### config.mk
export PLATFORM = sky130hd
export DESIGN_NAME = ps2_mouse_tx
export DESIGN_NICKNAME = d
export VERILOG_FILES = /design/src/rtl/ps2_mouse_tx.sv
export SDC_FILE = /design/constraint.sdc
export NUM_CORES = 1
export LEC_CHECK = 0
export CAP_MARGIN = 5
export CORE_MARGIN = 3
export CORE_UTILIZATION = 33
export CTS_BUF_LIST = sky130_fd_sc_hd__clkbuf_8 sky130_fd_sc_hd__clkbuf_16
export DETAILED_ROUTE_END_ITERATION = 8
export DONT_BUFFER_PORTS = 1
export GPL_ROUTABILITY_DRIVEN = 0
export GPL_TIMING_DRIVEN = 0
export PLACE_DENSITY_LB_ADDON = 0.08
export SYNTH_ARGS = -nofsm -noshare
export SYNTH_HDL_FRONTEND = slang
export SYNTH_SLANG_ARGS = --single-unit
### constraint.sdc
create_clock -name clk -period 3.2 [get_ports clk]
set_input_delay 0.48 -clock clk [delete_from_list [all_inputs] [get_ports clk]]
set_output_delay 0.48 -clock clk [all_outputs]
set_load 0.005 [all_outputs]
### src/rtl/ps2_mouse_tx.sv
// ps2_mouse_tx: PS/2 device-side transmitter sending 3-byte mouse packets over open-drain clock/data lines.
module ps2_mouse_tx #(
  parameter int CLK_HALF = 2500,
  parameter int BYTE_GAP = 4
) (
  input  logic       clk,
  input  logic       reset,
  input  logic [8:0] x_move,
  input  logic [8:0] y_move,
  input  logic       x_ovf,
  input  logic       y_ovf,
  input  logic [2:0] btn,
  input  logic       send,
  output logic       ready,
  output logic       done,
  output logic       abort,
  input  logic       ps2_clk_in,
  input  logic       ps2_data_in,
  output logic       ps2_clk_oe,
  output logic       ps2_data_oe
);
  localparam int MAXC = (BYTE_GAP * CLK_HALF > CLK_HALF) ? BYTE_GAP * CLK_HALF : CLK_HALF;
  localparam int CW = $clog2(MAXC + 1);
  localparam logic [CW-1:0] HALF_M1 = CW'(CLK_HALF - 1);
  localparam logic [CW-1:0] GAP_M1 = CW'(BYTE_GAP * CLK_HALF - 1);
  typedef enum logic [2:0] {IDLE, WAIT_BUS, BIT_HIGH, BIT_LOW, GAP, DONE} state_t;
  state_t state, state_n;
  logic [CW-1:0] cnt, cnt_n;
  logic [3:0] bit_idx, bit_n;
  logic [1:0] byte_idx, byte_n;
  logic [23:0] pkt;
  logic [1:0] clk_sync, data_sync;
  logic [7:0] cur;
  logic [10:0] frame;
  logic bus_idle, last, clk_oe_n, data_oe_n, abort_n;
  assign bus_idle = clk_sync[1] & data_sync[1];
  assign last = cnt == '0;
  assign cur = byte_n == 2'd0 ? pkt[7:0] : byte_n == 2'd1 ? pkt[15:8] : pkt[23:16];
  assign frame = {1'b1, ~^cur, cur, 1'b0};
  assign ready = state == IDLE;
  assign done = state == DONE;
  always_comb begin
    state_n = state;
    bit_n = bit_idx;
    byte_n = byte_idx;
    abort_n = 1'b0;
    case (state)
      IDLE: if (send) begin
        state_n = WAIT_BUS;
        bit_n = '0;
        byte_n = '0;
      end
      WAIT_BUS: if (bus_idle && last) state_n = BIT_HIGH;
      // the host may inhibit up to the parity bit; the stop bit is already committed
      BIT_HIGH: if (last) begin
        if (bit_idx <= 4'd9 && !clk_sync[1]) begin
          state_n = IDLE;
          abort_n = 1'b1;
        end else state_n = BIT_LOW;
      end
      BIT_LOW: if (last) begin
        if (bit_idx == 4'd10) state_n = GAP;
        else begin
          state_n = BIT_HIGH;
          bit_n = bit_idx + 1'b1;
        end
      end
      GAP: if (last) begin
        if (byte_idx == 2'd2) state_n = DONE;
        else begin
          state_n = WAIT_BUS;
          bit_n = '0;
          byte_n = byte_idx + 1'b1;
        end
      end
      default: state_n = IDLE;
    endcase
    // reload on every state change so each phase is timed from its own entry
    cnt_n = (state_n == IDLE || state_n == DONE) ? '0 :
            state_n != state ? (state_n == GAP ? GAP_M1 : HALF_M1) :
            (state == WAIT_BUS && !bus_idle) ? HALF_M1 : cnt - 1'b1;
    clk_oe_n = state_n == BIT_LOW;
    data_oe_n = (state_n == BIT_HIGH || state_n == BIT_LOW) && !frame[bit_n];
  end
  always_ff @(posedge clk or posedge reset) begin
    if (reset) begin
      state <= IDLE;
      cnt <= '0;
      bit_idx <= '0;
      byte_idx <= '0;
      pkt <= '0;
      clk_sync <= 2'b11;
      data_sync <= 2'b11;
      ps2_clk_oe <= 1'b0;
      ps2_data_oe <= 1'b0;
      abort <= 1'b0;
    end else begin
      state <= state_n;
      cnt <= cnt_n;
      bit_idx <= bit_n;
      byte_idx <= byte_n;
      clk_sync <= {clk_sync[0], ps2_clk_in};
      data_sync <= {data_sync[0], ps2_data_in};
      ps2_clk_oe <= clk_oe_n;
      ps2_data_oe <= data_oe_n;
      abort <= abort_n;
      if (state == IDLE && send)
        pkt <= {y_move[7:0], x_move[7:0], y_ovf, x_ovf, y_move[8], x_move[8], 1'b1, btn};
    end
  end
endmodule
# Word-level counts from Yosys, hierarchy flattened
# Cells that the tools add are included.
# classes
add_sub_neg	3
n_lt_le_gt_ge	2
eq_ne	13
mux	30
bitwise	1
reduce_logical	15
# op_table
cell	count
$mux W14	4
$mux W3	7
$mux W4	5
$mux W8	2
$pmux W3 S5	1
$logic_not A14 Y1	1
$sub A14 B1 Y14 const B	1
$eq A3 B2 Y1 const B	4
$eq A3 B3 Y1 const B	4
$pmux W4 S3	1
$mux W2	4
$reduce_xnor A8 Y1	1
$logic_not A3 Y1	2
$logic_and A1 B1 Y1	5
$lt A4 B5 Y1 const B	1
$add A4 B1 Y4 const B	1
$bmux W1 S4	1
$eq A4 B4 Y1 const B	1
$le A4 B4 Y1 const B	1
$mux W1	4
$pmux W2 S2	1
$eq A3 B1 Y1 const B	1
$logic_not A1 Y1	3
$ne A3 B3 Y1	1
other kinds (6)	7
# totals
register_bits	54
inputBits	28
out_inout_bits	5
elab_cells	74

# Longest topological paths before layout
# Gate-level depths: netlist (run 1).
# depth
word_depth	12
ltp_mapped	15
depth_no_buf	12

# Worst setup path after synthesis (run 1)
# Ideal clock, no wire load.
# synth_timing
path_kind	reg-to-reg
startpoint	register cnt[0]
endpoint	register ps2_data_oe
setup_ns	0.099
arrival_time_ns	3.379
slack_ns	-0.279
path_stages_with_launch	13
path_buffers	1
path_cell_list	dfrtp_1 inv_1 ha_1 or4b_1 buf_2 or4_4 o211ai_4 mux2_2 mux2i_1 xor2_1 xnor3_1 xnor2_1 a311oi_1
# synth_between
elab_chain_len	11
# synth_lines
item	line	source
start, declared	28	logic [CW-1:0] cnt, cnt_n;
start signal, assigned	99	cnt <= cnt_n;
$logic_not A14 Y1 *	37	assign last = cnt == '0;
$mux W2 *	68	GAP: if (last) begin
$pmux W2 S2 *	47	case (state)
net byte_n[0]	30	logic [1:0] byte_idx, byte_n;
$eq A2 B1 Y1	38	assign cur = byte_n == 2'd0 ? pkt[7:0] : byte_n == 2'd1 ? pkt[15:8] : pkt[23:16];
$mux W8	38	
$mux W8 *	38	
$reduce_xnor A8 Y1	39	assign frame = {1'b1, ~^cur, cur, 1'b0};
$bmux W1 S4 *	83	data_oe_n = (state_n == BIT_HIGH || state_n == BIT_LOW) && !frame[bit_n];
$mux W1 (implied by the code) *	83	
$logic_not A1 Y1 *	83	
$logic_and A1 B1 Y1 *	83	
net data_oe_n	35	logic bus_idle, last, clk_oe_n, data_oe_n, abort_n;
end signal, assigned	105	ps2_data_oe <= data_oe_n;
end, declared	20	output logic ps2_data_oe
# The timed path passes the listed nets; every way through them passes the cells marked *. The select of a mux whose other input is x is not followed.
# A chain may end at the register's enable or synchronous reset.

# Worst setup path in the final report (run 1)
# layout_timing
startpoint	register cnt[9]
endpoint	register ps2_data_oe
# The elaborated chain is that of the path after synthesis.

==> out/qor.txt, run 1 <==
Worst reg-to-reg path cell count -> 10
Leak -> 0.00161 µW
Final cell count without fillers -> 401
Worst Path Max Fanout -> 6
Setup Viol. Count Final -> 1
Max clock buf depth -> 2
Synth area leaders -> dfrtp_1 43%, mux2_2 10%, mux2i_1 4.8%
Grt ovf -> 0
Hold WC Path Type -> in -> async
Flops & latches, synth -> 54
Count of cell types in the netlist -> 56
Total global-route track usage -> 13.3%
Share of cells above drive strength 1 -> 35.1%
Max VDD drop -> 0.000165 V
Setup_tns -> -0.285 ns
Area grow syn2layout -> 19.9%
Clock buffer count from CTS -> 5
Max Clk Rate -> 287 MHz
Ys flop type -> dfrtp_1
Mapped cell area -> 0.00292 mm²
Pwr Total -> 1140 µW
Failing checks -> setup timing
DR DRC count -> 0
Arrival @ worst endpoint -> 3.70 ns
Most frequent cells in the layout -> 50 x dfrtp_1, 24 x mux2_2, 24 x buf_4
Die ar. -> 0.0100 mm²
Total of max-cap violations -> 0
Cell accounting for the most synthesized area -> dfrtp_1
Startpoint Class -> register
Pin count of the biggest net entering global routing -> 32
Vias in the first global route -> 2116
Initial cell density of the core -> 34.7%
Syn Area/Cell -> 11.0 µm²
Setup Skew -> 0.00791 ns
DR vias -> 2031
Final nets -> 330
EDFF count, synth -> 0
Final Hold Slack -> 0.0836 ns
YS warnings -> 0
CP max-delay cell -> or4_4
Async SR Flop Fraction -> 100%
Max-slew violations -> 0
I/O Pins -> 33
Via density -> 5.06
RSZ-0062 raised after global routing -> yes
Crit-path max cell delay -> 0.59 ns
Status -> finished with violations
Routed WL per cell -> 15.6 µm
Dpl hpwl -> 4480 µm
Iter 0 DRT Violations -> 50
Period utilization -> 109%
Max-slew headroom -> 58.3%
Drt first pass iters -> 4
Drt total wl -> 6270 µm
Fin util -> 41.6%
Final hold violations -> 0
Die height -> 100 µm
Cells after synthesis -> 265
Sequential share of the synthesized area -> 46.4%
Commonest non-fill, non-tap cell in the layout -> dfrtp_1
Net Count, Synth -> 300
Final ANT Viol Nets -> 0
Initial antenna violation count -> 0
Chip Width -> 100 µm
H-tree levels -> 2
Core ar. -> 0.00842 mm²
Final Worst Setup Slack -> -0.285 ns
ANT cells -> 0
Site Rows -> 33
Worst-Margin Slew -> 0.626 ns
Dpl cells -> 371
Synth top area share -> 42.8%
Crit Path Class -> reg -> reg
Cells along the critical path -> or4_4 > or4_4 > o211ai_4 > buf_12 > buf_12 > mux2_4 > mux2i_2 > xnor3_1 > xnor2_2 > a311oi_1
Number of I/O port buffers -> 0
Clock root cell -> clkbuf_8
CTS tree -> yes
Final min period -> 3.49 ns
PwrDens -> 326 mW/mm²
Hold Buf Count CTS -> 0
CTS Sinks -> 54
Clk pin slew, worst setup/hold paths -> 0.11 ns
Setup crit end kind -> register
Critical Path RT -> 3.41 ns
First-pass GRT wire length -> 10600 µm
Worst skew pair latency -> 0.31 ns
[flip-flops by register name (all words and copies together) (netlist names)]
signal       count
ps2_clk_oe       1
data_sync        2
abort            1
byte_idx         2
ps2_data_oe      1
state            3
bit_idx          4
cnt             14
pkt             24
clk_sync         2
[worst paths after layout]
check                                    end  slack, ns   startpoint
worst max-delay path             ps2_data_oe      -0.29       cnt[9]
worst min-delay path                 pkt[10]       0.08        reset
worst max register to register   ps2_data_oe      -0.29       cnt[9]
worst min register to register   clk_sync[1]       0.36  clk_sync[0]
max in group asynchronous       data_sync[1]       2.49        reset
min in group clk                 clk_sync[0]       0.16   ps2_clk_in
[cell usage after synthesis, drive strengths merged, types with 2 or more instances]
cell type / n
nor4: 2
dfrtp: 50
or2: 2
nor2b: 3
clkbuf: 7
a22oi: 2
xnor3: 2
mux2i: 14
ha: 7
a31oi: 2
o21ai: 9
nor2: 22
or4: 4
nand3b: 2
inv: 14
dfstp: 4
o211a: 2
and2: 4
nand2: 16
xnor2: 6
nand3: 2
buf: 4
xor2: 8
a21oi: 17
nand2b: 2
nor3: 5
o41ai: 3
mux2: 30
[area by class of cell]
type                            instances  area [µm²]
Fill cell                             839        4920
Inverter                               14        52.6
Clock buffer                            6        82.6
Buffer                                  9        42.5
Timing Repair Buffer                   25         225
Sequential cell                        54        1360
Multi-Input combinational cell        186        1590
Tap cell                              105         131
Clock inverter                          2        16.3
[report_power, final]
| part | switching (µW) | internal [µW] | total (µW) |
|---|---|---|---|
| logic | 21.5 | 10.1 | 31.6 |
| registers | 2.30 | 688 | 690 |
| clock network | 240 | 179 | 419 |
| total | 264 | 877 | 1140 |
[through the flow]
stage | setup WS [ns] | cell area (µm²)
5_1_grt | -0.441 | 3500
3_5_place_dp | -0.666 | 3080
4_1_cts | -0.398 | 3350
2_1_floorplan | -0.248 | 2930
6_report | -0.285 | 3500
3_3_place_gp | -0.732 | 3060
[cell families (layout without fill, tap and decap cells)]
group           after synthesis  count (layout)  share of synthesized area (%)
simple gates                 69              69                           12.4
flops                        54              54                           46.4
compound gates               50              50                           12.6
mux                          44              44                           16.4
buf+inv                      25              56                           3.38
xor+xnor                     16              16                           5.74
fa+ha+maj                     7               7                           3.00
[worst max-delay path: cells and delay by family, from the launching register on]
| kind | cells | cell delay, ns |
|---|---|---|
| simple gates | 2 | 1.15 |
| mux | 2 | 0.48 |
| buf+inv | 2 | 0.25 |
| compound gates | 2 | 0.46 |
| flops | 1 | 0.42 |
| xor+xnor | 2 | 0.62 |
[metal layers]
layer  GRT usage [%]  routed length (µm)  vias to the layer above
met5               0                   0                        -
met4            2.80                  29                        0
met3            4.03                 332                        2
met2            20.9                2870                       47
met1            18.2                3040                      982
li1                -                   -                     1000
[what timing repair did]
item | CTS | global route
setup endpoints to repair | 15 | 15
pin swaps | 7 | 6
setup buffers | 9 | 15
gates resized for setup | 21 | 16
Power figures use the tool's default switching activity.
==> run 2, diff against run 1 <==
- clock period: 3.2 -> 4 ns (I/O delays scaled with it)
==> out/qor.txt, run 2 (synthesized netlist as in run 1, its figures left out) <==
Status -> finished, final reports clean
Final min period -> 3.77 ns
Clock buffer count from CTS -> 5
ANT cells -> 0
Total of max-cap violations -> 0
Final Hold Slack -> 0.216 ns
Met1 usage -> 17.9%
Initial antenna violation count -> 0
Hold WC Path Type -> in -> async
Initial cell density of the core -> 34.7%
Worst skew pair latency -> 0.31 ns
Critical Path RT -> 4.21 ns
Startpoint Class -> register
Routed WL per cell -> 16.0 µm
Dpl hpwl -> 4450 µm
Area grow syn2layout -> 9.38%
Met3 GRT Util -> 3.96%
Most frequent cells in the layout -> 50 x dfrtp_1, 27 x mux2_2, 21 x nor2_1
Worst Path Max Fanout -> 9
Commonest non-fill, non-tap cell in the layout -> dfrtp_1
DR DRC count -> 0
GR peak layer -> met2
Final hold violations -> 0
Pin count of the biggest net entering global routing -> 29
Period utilization -> 94.3%
Setup_tns -> 0 ns
R2r startpoint -> cnt[0]
Crit Path Class -> reg -> reg
Chip Width -> 100 µm
Grt ovf -> 0
Met2 Track Usage GR -> 20.4%
H-tree levels -> 2
Drt total wl -> 6060 µm
I/O Pins -> 33
Worst-Margin Slew -> 0.623 ns
CTS Sinks -> 54
Die ar. -> 0.0100 mm²
Max clock buf depth -> 2
Die height -> 100 µm
Max VDD drop -> 0.000122 V
Setup slack, reg-to-reg -> 0.23 ns
Number of I/O port buffers -> 0
DR vias -> 1917
Drt first pass iters -> 4
Vias in the first global route -> 2064
Registers with the most flip-flops -> pkt (24), cnt (14), bit_idx (4)
Max Clk Rate -> 265 MHz
Setup crit end kind -> register
Leak -> 0.00148 µW
First-pass GRT wire length -> 10400 µm
Core ar. -> 0.00842 mm²
Arrival @ worst endpoint -> 3.98 ns
Clock root cell -> clkbuf_8
Top reg by flops -> pkt
Total global-route track usage -> 13.1%
Max reg flops -> 24
Hold Buf Count CTS -> 0
Share of cells above drive strength 1 -> 21.2%
Setup Skew -> 0.00835 ns
Worst Setup SP -> cnt[0]
Max-slew violations -> 0
Iter 0 DRT Violations -> 47
Final nets -> 309
Via density -> 5.06
Setup Viol. Count Final -> 0
Clk pin slew, worst setup/hold paths -> 0.10 ns
CTS tree -> yes
Site Rows -> 33
Final ANT Viol Nets -> 0
PwrDens -> 276 mW/mm²
Max-slew headroom -> 58.4%
-- run 2: worst paths after layout --
path / depth (start not counted) / end
worst max-delay path: 13 / ps2_data_oe
worst min-delay path: 1 / pkt[2]
worst max register to register: 13 / ps2_data_oe
worst min register to register: 0 / clk_sync[1]
max in group asynchronous: 2 / data_sync[0]
min in group clk: 0 / clk_sync[0]
-- run 2: final cells by class --
cell class,instances,area [µm²]
inverter,14,52.6
clock buffer,5,68.8
sequential,54,1360
timing repair buffer,2,40.0
multi-input combinational,186,1490
tap,105,131
clock inverter,2,13.8
buffer,11,46.3
fill,862,5230
-- run 2: stage by stage --
step           setup WS, ns  power [µW]  cell area, µm²  std cells  utilization (%)
3_3_place_gp         0.0506         583            3050        370             36.2
5_1_grt            -0.00431         922            3190        379             37.9
6_report              0.226         882            3190        379             37.9
2_1_floorplan         0.521         577            2920        265                -
4_1_cts              0.0189         907            3150        378             37.4
3_5_place_dp         0.0278         585            3070        371             36.5
-- run 2: what timing repair did --
action / 4_1_cts / 5_1_grt
setup endpoints to repair: 1 / 1
setup buffers: 0 / 1
pin swaps: 1 / 2
gates resized for setup: 0 / 4
gates cloned: 0 / 0
-- run 2: layer usage --
layer / share of wire [%] / up-vias / wire length [µm]
li1: - / 947 / -
met1: 48 / 925 / 2930
met2: 46 / 39 / 2770
met3: 4.8 / 6 / 290
met4: 1.0 / 0 / 63
met5: 0 / - / 0
-- run 2: critical path, cell delays in order (launching register included) --
cell and delay (ns):
dfrtp_1 0.41, inv_1 0.06, ha_1 0.20, or4b_1 0.43, buf_2 0.19, or4_4 0.57
o211ai_4 0.23, buf_12 0.16, mux2_2 0.34, mux2i_2 0.23, xnor2_1 0.16, xnor3_1 0.25
xnor2_1 0.14, a311oi_1 0.29
-- run 2: power by group --
| part | leakage (µW) | switching [µW] | internal [µW] |
|---|---|---|---|
| Combinational | 0.000751 | 15.8 | 5.28 |
| Sequential | 0.000685 | 1.89 | 550 |
| Clock | 0.0000444 | 187 | 122 |
| Total | 0.00148 | 205 | 677 |
